===== src/rtl/spill_buffer_flushable.sv =====
// Depth-entry elastic buffer with valid/ready on both sides and a flush input.
// Downstream valid/data and upstream ready come from registers; only flush_i reaches ready_o.
module spill_buffer_flushable #(
  parameter type         T                 = logic,
  parameter int unsigned Depth             = 2,
  parameter bit          Bypass            = 1'b0,
  parameter bit          FlushAcceptsInput = 1'b0,
  parameter int unsigned UsageWidth        = $clog2(Depth + 1)
) (
  input  logic                  clk_i,
  input  logic                  rst_i,
  input  logic                  flush_i,
  input  logic                  valid_i,
  output logic                  ready_o,
  input  T                      data_i,
  output logic                  valid_o,
  input  logic                  ready_i,
  output T                      data_o,
  output logic [UsageWidth-1:0] usage_o
);

  if (Depth < 1) begin : g_depth_check
    $error("spill_buffer_flushable: Depth must be at least 1");
  end

  if (Bypass) begin : g_bypass
    logic w_unused;
    assign w_unused = ^{clk_i, rst_i, flush_i};

    assign valid_o = valid_i;
    assign ready_o = ready_i;
    assign data_o  = data_i;
    assign usage_o = '0;
  end else begin : g_buffer
    localparam int unsigned PtrWidth = (Depth > 1) ? $clog2(Depth) : 1;

    T                      r_mem [Depth];
    logic [PtrWidth-1:0]   r_rd_ptr;
    logic [PtrWidth-1:0]   r_wr_ptr;
    logic [UsageWidth-1:0] r_count;

    logic w_valid;
    logic w_ready;
    logic w_push;
    logic w_pop;

    // Explicit wrap so non-power-of-two depths stay in range.
    function automatic logic [PtrWidth-1:0] f_next(input logic [PtrWidth-1:0] ptr);
      if (ptr == PtrWidth'(Depth - 1)) begin
        return '0;
      end
      return ptr + PtrWidth'(1);
    endfunction

    assign w_valid = (r_count != '0);
    assign w_ready = flush_i ? FlushAcceptsInput : (r_count != UsageWidth'(Depth));
    assign w_push  = valid_i && w_ready;
    assign w_pop   = w_valid && ready_i;

    always_ff @(posedge clk_i or posedge rst_i) begin
      if (rst_i) begin
        for (int unsigned i = 0; i < Depth; i++) begin
          r_mem[i] <= '0;
        end
        r_rd_ptr <= '0;
        r_wr_ptr <= '0;
        r_count  <= '0;
      end else if (flush_i) begin
        // A flush restarts the ring at slot 0, optionally holding the concurrent beat.
        r_rd_ptr <= '0;
        if (w_push) begin
          r_mem[0] <= data_i;
          r_wr_ptr <= f_next('0);
          r_count  <= UsageWidth'(1);
        end else begin
          r_wr_ptr <= '0;
          r_count  <= '0;
        end
      end else begin
        if (w_push) begin
          r_mem[r_wr_ptr] <= data_i;
          r_wr_ptr        <= f_next(r_wr_ptr);
        end
        if (w_pop) begin
          r_rd_ptr <= f_next(r_rd_ptr);
        end
        r_count <= r_count + UsageWidth'(w_push) - UsageWidth'(w_pop);
      end
    end

    assign valid_o = w_valid;
    assign ready_o = w_ready;
    assign data_o  = r_mem[r_rd_ptr];
    assign usage_o = r_count;
  end

endmodule


===== config.mk =====
export PLATFORM = sky130hd
export DESIGN_NAME = spill_buffer_flushable
export DESIGN_NICKNAME = d
export VERILOG_FILES = /design/src/rtl/spill_buffer_flushable.sv
export SDC_FILE = /design/constraint.sdc
export NUM_CORES = 1
export LEC_CHECK = 0
export ABC_AREA = 1
export CORE_AREA = 2 2 39 41
export CTS_CLUSTER_DIAMETER = 50
export DETAILED_ROUTE_END_ITERATION = 6
export DIE_AREA = 0 0 41 43
export PLACE_DENSITY = 0.57
export SLEW_MARGIN = 40
export SYNTH_ARGS = -nofsm -noshare
export SYNTH_HDL_FRONTEND = slang
export SYNTH_SLANG_ARGS = --single-unit

===== constraint.sdc =====
create_clock -name clk_i -period 1.75 [get_ports clk_i]
set_input_delay 0.35 -clock clk_i [delete_from_list [all_inputs] [get_ports clk_i]]
set_output_delay 0.35 -clock clk_i [all_outputs]
set_load 0.01 [all_outputs]

==> results of run 1 <==
layout make-up:
class,instances,area share
sequential,6,0.2980
timing repair buffer,12,0.2241
multi-input combinational,31,0.3276
tap,16,0.03941
inverter,9,0.06650
clock buffer,3,0.04433
metrics by stage:
stage	setup slack (ns)	instance area [um2]	utilization	instances
2_1_floorplan	0.2559	346.6	-	46
3_3_place_gp	-0.1979	481.7	0.3481	74
3_5_place_dp	-0.2123	481.7	0.3481	74
4_1_cts	0.04344	506.7	0.3662	77
5_1_grt	0.01402	508.0	0.3671	77
6_report	0.06691	508.0	0.3671	77
registers in the layout (all words and copies together) (netlist names):
register and flops:
usage_o 2, g_buffer.r_rd_ptr 1, g_buffer.r_wr_ptr 1, g_buffer.r_mem 2
timing repair:
| item | 4_1_cts | 5_1_grt |
|---|---|---|
| resized for setup | 2 | 1 |
| cloned | 0 | 0 |
| hold endpoints to repair | 0 | 0 |
| setup endpoints to repair | 1 | 1 |
placed cells by master, fill, tap and decap left out:
| master | count |
|---|---|
| dlygate4sd2_1 | 1 |
| dfrtp_2 | 1 |
| inv_1 | 8 |
| nand4_1 | 3 |
| nand3_2 | 1 |
| clkbuf_4 | 3 |
| nand3b_1 | 1 |
| clkdlybuf4s50_1 | 9 |
| dfrtp_1 | 5 |
| nand2_1 | 13 |
| or2_1 | 1 |
| buf_4 | 2 |
| a21oi_2 | 1 |
| a21oi_1 | 1 |
| nand2_2 | 1 |
| o21ai_0 | 1 |
| nand3_1 | 2 |
| nor2_1 | 4 |
| ha_1 | 2 |
| clkinv_1 | 1 |
worst max-delay path: stages (launching register included):
cell,delay [ns]
dfrtp_1,0.39
inv_1,0.08
nand2_1,0.05
nand2_1,0.05
clkdlybuf4s50_1,0.52
worst paths after layout:
path / from / end / slack (ns)
setup reg to reg: usage_o[0]$_DFF_PP0_ / usage_o[1]$_DFF_PP0_ / 0.20
hold / removal: rst_i / g_buffer.r_mem[0]$_DFFE_PP0P_ / 0.32
hold reg to reg: g_buffer.r_mem[1]$_DFFE_PP0P_ / g_buffer.r_mem[1]$_DFFE_PP0P_ / 0.49
min in group clk_i: g_buffer.r_mem[1]$_DFFE_PP0P_ / g_buffer.r_mem[1]$_DFFE_PP0P_ / 0.49
setup / recovery: g_buffer.r_rd_ptr$_DFFE_PP0P_ / data_o / 0.07
max in group asynchronous: rst_i / usage_o[1]$_DFF_PP0_ / 1.21
routing by layer:
layer	routed length (um)	vias to the layer above	track usage
li1	-	176	-
met1	317	161	0.1452
met2	352	9	0.1469
met3	53	2	0.07853
met4	10	0	0.06000
met5	0	-	0
logic make-up (layout without fill, tap and decap cells):
family | count (synthesis) | in the layout | share of synthesized area
buf+inv | 9 | 24 | 0.09747
fa+ha+maj | 2 | 2 | 0.07219
simple gates | 26 | 26 | 0.3538
flops | 6 | 6 | 0.4332
compound gates | 3 | 3 | 0.04331
report_power, final:
part | internal (mW) | switching, mW | total [mW]
Combinational | 0.173 | 0.165 | 0.338
Sequential | 0.193 | 0.0456 | 0.239
Clock | 0.0777 | 0.0523 | 0.130
Total | 0.444 | 0.263 | 0.708
==> results.sh, run 1 <==
export IMPL_outcome="finished clean"
export IMPL_yosysWarnings=0
export IMPL_fp_dieArea_um2=1763
export IMPL_cts_tree="yes"
export IMPL_report_final_slew_viol_count=0
export IMPL_critPathArrivalTime_ns=1.33
export IMPL_syn_inst=46
export IMPL_synth_seq_cells=6
export IMPL_max_freq_mhz=594.1
export IMPL_criticalPathCategory="reg -> out"
export IMPL_drtIter0Drc=9
export IMPL_synth_top_cell_by_area="dfrtp_1"
export IMPL_gp_congestion=0.7265
export IMPL_multi_input_area_um2=166.4
export IMPL_maxSlewHeadroom=0.8326
export IMPL_cts_buffers_inserted=3
export IMPL_post_dp_hpwl_um=626
export IMPL_grt_pass1_wl_mm=1.276
export IMPL_cts_buffer_depth=2
export IMPL_setup_viol=0
export IMPL_synth_edff_count=0
export IMPL_finalHoldViolCount=0
export IMPL_wl_per_cell_um=9.519
export IMPL_hp_class="in -> async"
export IMPL_power_uw=707.6
export IMPL_grt_pass1_vias=310
export IMPL_synth_area_top_cells="dfrtp_1 43%, nand2_1 14%, inv_1 8.7%"
export IMPL_ff_latch_area_um2=151.4
export IMPL_coreArea_um2=1384
export IMPL_yosysUniqueCellTypes=14
export IMPL_grt_overflow_total=0
export IMPL_finClkSkew_ns=0.01048
export IMPL_holdBufCountCts=0
export IMPL_postSynthAreaPerCell_um2=7.534
export IMPL_synth_most_common_cell="nand2_1"
export IMPL_grt_usage=0.1164
export IMPL_cts_root_buf="clkbuf_4"
export IMPL_worstSkewPairLatency_ns=0.25
export IMPL_synthArstFlopShare=1.000
export IMPL_num_vias=348
export IMPL_maxCapViolCount=0
export IMPL_synth_main_ff_cell="dfrtp_1"
export IMPL_tns_ns=0
export IMPL_drive_gt1_frac=0.1475
export IMPL_crit_path_end_kind="primary output"
export IMPL_synth_nets=54
export IMPL_finalCritPeriodShare=0.9618
export IMPL_postCtsSetupBuffers=0
export IMPL_clock_sinks=6
export IMPL_powerDensity_nw_per_um2=1393
export IMPL_io_pins=11
export IMPL_start_util=0.2505
export IMPL_critPathRequiredTime_ns=1.40
export IMPL_syn_area_um2=346.6
export IMPL_area_delta_synth_final_pct=46.57
export IMPL_routed_via_density=4.519
export IMPL_startpoint_type="flop"
export IMPL_routed_wl_um=733
export IMPL_synth_common_cells="13 x nand2_1, 8 x inv_1, 6 x dfrtp_1"
export IMPL_worstPathMaxFanout=3
export IMPL_nets=71
export IMPL_io_buffers=10
export IMPL_rsz0062_at_grt="false"
export IMPL_htreeDepth=1
export IMPL_fin_crit_ns=1.683
export IMPL_drtPass1Iterations=5
export IMPL_antenna_found_initial=0
export IMPL_netlist_area_leader_share=0.4332
export IMPL_ys_seq_area_frac=0.4332
export IMPL_die_w_um=41
export IMPL_diodes=0
export IMPL_grt_max_degree=7
export IMPL_leakage_nw=0.2555
export IMPL_path_clk_slew_ns=0.05
export IMPL_drcViolationCount=0
export IMPL_fin_hold_ws_ns=0.3161
export IMPL_fillCellCount=145
export IMPL_antenna_left=0
export IMPL_die_h_um=43
export IMPL_worstMarginPinSlew_ns=0.2509
export IMPL_reg2reg_depth=9
export IMPL_rows=14
export IMPL_ir_drop_mv=0.6481
Note: power is estimated with default switching activity, not from simulation.
==> inputs of run 2 (changes only) <==
- ABC_AREA: 1 -> unset
- PLACE_DENSITY: 0.57 -> 0.56
==> run 2 against run 1 <==
Cell count decreased by 14%. Design area increased by 10%. Sequential power about the same. Clock skew decreased by 0.0037 ns. Clock-buffer cell count unchanged. Combinational power increased by 17%. Register-to-register slack got worse by 0.12 ns. Critical path type unchanged. Hold slack improved by 0.011 ns. Sequential share of layout area decreased by 2.7 points. First-iteration DRC count decreased by 89%. Largest power group unchanged. Area after synthesis decreased by 5.1%. Largest cell class unchanged.
==> results.sh, run 2 <==
export IMPL_htreeDepth=1
export IMPL_gp_congestion=0.6553
export IMPL_coreArea_um2=1384
export IMPL_path_clk_slew_ns=0.05
export IMPL_num_vias=284
export IMPL_cts_root_buf="clkbuf_4"
export IMPL_worstPathMaxFanout=4
export IMPL_clock_sinks=6
export IMPL_io_buffers=10
export IMPL_drtIter0Drc=1
export IMPL_yosysUniqueCellTypes=19
export IMPL_finalHoldViolCount=0
export IMPL_cts_tree="yes"
export IMPL_reg2reg_to="usage_o[1]$_DFF_PP0_"
export IMPL_synth_most_common_cell="dfrtp_1"
export IMPL_wl_per_cell_um=10.61
export IMPL_critPathRequiredTime_ns=1.40
export IMPL_hp_class="in -> async"
export IMPL_critPathArrivalTime_ns=1.33
export IMPL_powerDensity_nw_per_um2=1371
export IMPL_cts_buffer_depth=2
export IMPL_synth_top_cell_by_area="dfrtp_1"
export IMPL_synth_nets=38
export IMPL_fin_crit_ns=1.678
export IMPL_slowest_stage="dfrtp_2"
export IMPL_yosysWarnings=0
export IMPL_synthArstFlopShare=1.000
export IMPL_synth_edff_count=0
export IMPL_drcViolationCount=0
export IMPL_maxSlewHeadroom=0.8333
export IMPL_nets=60
export IMPL_pwr_share_clk=0.167
export IMPL_outcome="finished clean"
export IMPL_start_util=0.2378
export IMPL_layout_commonest_cell="buf_4"
export IMPL_worstSkewPairLatency_ns=0.24
export IMPL_ir_drop_mv=0.5860
export IMPL_startpoint_type="flop"
export IMPL_layout_common_cells="7 x buf_4, 5 x dfrtp_1, 5 x clkdlybuf4s50_1"
export IMPL_setup_viol=0
export IMPL_area_delta_synth_final_pct=69.96
export IMPL_grt_pass1_vias=265
export IMPL_grt_usage=0.1009
export IMPL_cpPeakStageDelay_ns=0.42
export IMPL_antenna_found_initial=0
export IMPL_pre_cts_slack_ns=-0.3137
export IMPL_synth_area_top_cells="dfrtp_1 46%, ha_1 7.6%, mux2_1 6.8%"
export IMPL_criticalPathCategory="reg -> out"
export IMPL_io_pins=11
export IMPL_grt_pass1_wl_mm=1.090
export IMPL_placed_cells=60
export IMPL_fp_dieArea_um2=1763
export IMPL_die_w_um=41
export IMPL_switching_share=0.3275
export IMPL_timing_final_ws_setup_ns=0.07222
export IMPL_post_dp_hpwl_um=479.6
export IMPL_report_final_slew_viol_count=0
export IMPL_grt_overflow_total=0
export IMPL_seq_power_share=0.316
export IMPL_fin_hold_ws_ns=0.3270
export IMPL_fin_cells=66
export IMPL_stdcell_area_um2=559.3
export IMPL_postSynthAreaPerCell_um2=10.97
export IMPL_ys_seq_area_frac=0.4563
export IMPL_cts_buffers_inserted=3
export IMPL_drive_gt1_frac=0.3800
export IMPL_rows=14
export IMPL_syn_inst=30
export IMPL_leakage_nw=0.2777
export IMPL_syn_area_um2=329.1
export IMPL_max_freq_mhz=596.0
export IMPL_finClkSkew_ns=0.006812
export IMPL_path_cells="buf_4, or2_2, clkdlybuf4s15_1"
export IMPL_timing_rr_start="usage_o[1]$_DFF_PP0_"
export IMPL_dpl_cell_area_um2=479.2
export IMPL_maxCapViolCount=0
export IMPL_netlist_area_leader_share=0.4563
export IMPL_crit_path_end_kind="primary output"
export IMPL_routed_via_density=4.303
export IMPL_antenna_left=0
export IMPL_grt_max_degree=7
export IMPL_diodes=0
export IMPL_p_int_uw=515.8
export IMPL_worstMarginPinSlew_ns=0.2498
export IMPL_routed_wl_um=700
export IMPL_r2r_slack_ns=0.08
export IMPL_switchingPower_uw=251.2
export IMPL_power_uw=767.0
export IMPL_die_h_um=43
export IMPL_synth_seq_cells=6
export IMPL_holdBufCountCts=0
export IMPL_finalCritPeriodShare=0.9587
export IMPL_p_comb_frac=0.518
export IMPL_reg2reg_depth=7
export IMPL_drtPass1Iterations=2
export IMPL_synth_main_ff_cell="dfrtp_1"
run 2: cell type report:
type                       count  area, um2
sequential                     6      151.4
clock buffer                   3      22.52
tap                           16      20.02
multi-input combinational     22      206.4
timing repair buffer          17      151.4
fill                         140      824.5
inverter                       2      7.507
run 2: per-layer routing:
metal,share of wire,global-route usage,vias to the layer above,wire (um)
met5,0,0,-,0
met4,0.029,0.1000,0,20
met3,0.069,0.04712,2,48
met2,0.47,0.1250,14,327
met1,0.43,0.1176,125,304
li1,-,-,143,-
run 2: worst max-delay path by stage:
stage / startpoint / to / slack (ns) / depth (start not counted)
floorplan: usage_o[0]$_DFF_PP0_ / usage_o[1]$_DFF_PP0_ / 0.13 / 8
global placement: valid_i / usage_o[1]$_DFF_PP0_ / -0.27 / 9
detailed placement: valid_i / usage_o[1]$_DFF_PP0_ / -0.31 / 9
CTS: valid_i / usage_o[1]$_DFF_PP0_ / 0.002 / 9
global route: ready_i / usage_o[1]$_DFF_PP0_ / -0.02 / 8
finish: usage_o[1]$_DFF_PP0_ / valid_o / 0.07 / 3
run 2: power by group through the flow:
| stage | sequential [mW] | clock, mW | combinational [mW] |
|---|---|---|---|
| floorplan | 0.244 | 0 | 0.180 |
| global placement | 0.240 | 0 | 0.356 |
| detailed placement | 0.241 | 0 | 0.358 |
| CTS | 0.239 | 0.137 | 0.344 |
| global route | 0.246 | 0.148 | 0.444 |
| finish | 0.242 | 0.128 | 0.397 |
run 2: cell families after synthesis:
kind of cell / synth area share
AND/OR/NAND/NOR: 0.2357
flip-flops: 0.4563
multiplexers: 0.1331
XOR/XNOR: 0.05324
buffers and inverters: 0.02282
adder cells (fa/ha/maj): 0.07603
AO/OA/AOI/OAI: 0.02282
run 2: metrics by stage:
step / setup TNS (ns) / utilization
after floorplan: 0 / -
after global placement: -0.6540 / 0.3463
after detailed placement: -0.6895 / 0.3463
after CTS: 0 / 0.3716
after global routing: -0.02394 / 0.4042
final: 0 / 0.4042
run 2: what timing repair did:
item | in CTS | in global routing
hold endpoints to repair | 0 | 0
pin swaps | 0 | 5
setup endpoints to repair | 4 | 1
resized for setup | 6 | 7
setup buffers | 1 | 2
run 2: critical path: cells and delay by family (launching register included):
family                 cells  cell delay (ns)
buffers and inverters      2             0.38
and+or+nand+nor            1             0.28
DFF                        1             0.42
==> inputs of run 3 (changes only) <==
- CTS_CLUSTER_SIZE: unset -> 24
- SETUP_SLACK_MARGIN: unset -> 0.1
- clock period: 1.75 -> 1.7 ns (I/O delays scaled with it)
==> run 3 against run 2 <==
Die area unchanged. Via count decreased by 3.2%. Design area up 5.1%. Sequential share of layout area is 1.1 points lower. Core utilization increased by 2.1 points. Clock power is 7% higher. Wire length decreased by 13%. First-iteration DRC count rose by 100%. Register-to-register slack barely moved.
==> results.sh, run 3 (same netlist as run 2, synthesis figures left out) <==
export IMPL_io_pins=11
export IMPL_reg2reg_to="usage_o[1]$_DFF_PP0_"
export IMPL_reg2reg_depth=7
export IMPL_finalCoreUtilization=0.4250
export IMPL_grt_pass1_wl_um=966
export IMPL_cts_root_buf="clkbuf_4"
export IMPL_worstPathMaxFanout=2
export IMPL_grt_pass1_vias=255
export IMPL_drcViolationCount=0
export IMPL_critPathRequiredTime_ns=1.83
export IMPL_antenna_left=0
export IMPL_startpoint="ready_i"
export IMPL_dpl_cell_area_um2=490.5
export IMPL_grt_overflow_total=0
export IMPL_worstMarginPinSlew_ns=0.2170
export IMPL_worstSkewPairLatency_ns=0.24
export IMPL_outcome="finished clean"
export IMPL_num_vias=275
export IMPL_tns_ns=0
export IMPL_drtPass1Iterations=4
export IMPL_area_delta_synth_final_pct=78.71
export IMPL_drtIter0Drc=2
export IMPL_die_w_um=41
export IMPL_timing_final_ws_setup_ns=0.07824
export IMPL_crit_path_end_kind="flop"
export IMPL_clock_sinks=6
export IMPL_rsz0062_at_grt="true"
export IMPL_routed_via_density=4.044
export IMPL_drive_gt1_frac=0.4615
export IMPL_maxSlewHeadroom=0.8552
export IMPL_report_final_slew_viol_count=0
export IMPL_layout_common_cells="6 x buf_4, 4 x dfrtp_1, 4 x clkdlybuf4s50_1"
export IMPL_hp_class="in -> async"
export IMPL_rows=14
export IMPL_grt_usage=0.07988
export IMPL_crit_end="usage_o[1]$_DFF_PP0_"
export IMPL_routed_wl_um=607
export IMPL_stdcell_area_um2=588.1
export IMPL_gp_congestion=0.6013
export IMPL_coreArea_um2=1384
export IMPL_cts_buffer_depth=2
export IMPL_powerDensity_nw_per_um2=1451
export IMPL_finClkSkew_ns=0.01108
export IMPL_htreeDepth=1
export IMPL_io_buffers=10
export IMPL_setup_viol=0
export IMPL_criticalPathCategory="in -> reg"
export IMPL_critPathArrivalTime_ns=1.75
export IMPL_maxCapViolCount=0
export IMPL_antenna_found_initial=0
export IMPL_leakage_nw=0.2918
export IMPL_fp_dieArea_um2=1763
export IMPL_cts_buffers_inserted=3
export IMPL_r2r_slack_ns=0.09
export IMPL_grt_max_degree=7
export IMPL_start_util=0.2378
export IMPL_power_uw=853.3
export IMPL_finalCritPeriodShare=0.9540
export IMPL_wl_per_cell_um=8.926
export IMPL_layout_commonest_cell="buf_4"
export IMPL_pre_cts_slack_ns=-0.3219
export IMPL_max_freq_mhz=616.6
export IMPL_fin_crit_ns=1.622
export IMPL_ir_drop_mv=0.7180
export IMPL_cts_tree="yes"
export IMPL_post_dp_hpwl_um=459.5
export IMPL_path_clk_slew_ns=0.05
export IMPL_timing_rr_start="usage_o[1]$_DFF_PP0_"
export IMPL_die_h_um=43
export IMPL_diodes=0
export IMPL_nets=61
export IMPL_startpoint_type="input pin"
export IMPL_finalHoldViolCount=0
run 3: what timing repair did:
| action | in CTS | in global routing |
|---|---|---|
| buffers inserted | 3 | 1 |
| pin swaps | 6 | 2 |
| hold buffers | 0 | 0 |
| cloned | 0 | 0 |
| resized for setup | 14 | 8 |
| endpoints found under the setup margin | 5 | 4 |
run 3: area by class of cell:
| class | instances | area (um2) |
|---|---|---|
| Clock buffer | 4 | 26.28 |
| Fill cell | 135 | 795.8 |
| Inverter | 2 | 7.507 |
| Multi-Input combinational cell | 22 | 219.0 |
| Sequential cell | 6 | 152.6 |
| Tap cell | 16 | 20.02 |
| Timing Repair Buffer | 18 | 162.7 |
run 3: stage by stage:
stage,hold WS [ns],std cells
floorplan,0.1309,30
global placement,0.4843,60
detailed placement,0.4789,60
CTS,0.3073,67
global route,0.3199,68
finish,0.3011,68
run 3: routing by layer:
metal / global-route usage / vias to the layer above / wire length [um]
li1: - / 144 / -
met1: 0.09539 / 120 / 270
met2: 0.1281 / 11 / 273
met3: 0.04712 / 0 / 63
met4: 0 / 0 / 0
met5: 0 / - / 0
run 3: worst min path at each step:
| stage | start | end | slack (ns) | cells after the start |
|---|---|---|---|---|
| after global routing | rst_i | g_buffer.r_rd_ptr$_DFFE_PP0P_ | 0.32 | 2 |
| after detailed placement | g_buffer.r_mem[0]$_DFFE_PP0P_ | g_buffer.r_mem[0]$_DFFE_PP0P_ | 0.48 | 1 |
| after floorplan | rst_i | g_buffer.r_mem[0]$_DFFE_PP0P_ | 0.13 | 1 |
| after global placement | g_buffer.r_wr_ptr$_DFFE_PP0P_ | g_buffer.r_wr_ptr$_DFFE_PP0P_ | 0.48 | 1 |
| after CTS | rst_i | g_buffer.r_rd_ptr$_DFFE_PP0P_ | 0.31 | 2 |
| final | rst_i | g_buffer.r_rd_ptr$_DFFE_PP0P_ | 0.30 | 2 |
run 3: report_power, final:
group          switching, mW  leakage [nW]  total [mW]  internal [mW]
clock network         0.0485        0.0150       0.137         0.0887
logic                  0.169         0.203       0.456          0.287
registers             0.0537        0.0737       0.260          0.206
run 3: worst max-delay path: stages:
cell             delay, ns
clkdlybuf4s50_1       0.47
o21a_1                0.18
ha_4                  0.22
inv_2                 0.06
ha_4                  0.12
xor2_1                0.16
and2_1                0.16
nor3_2                0.04
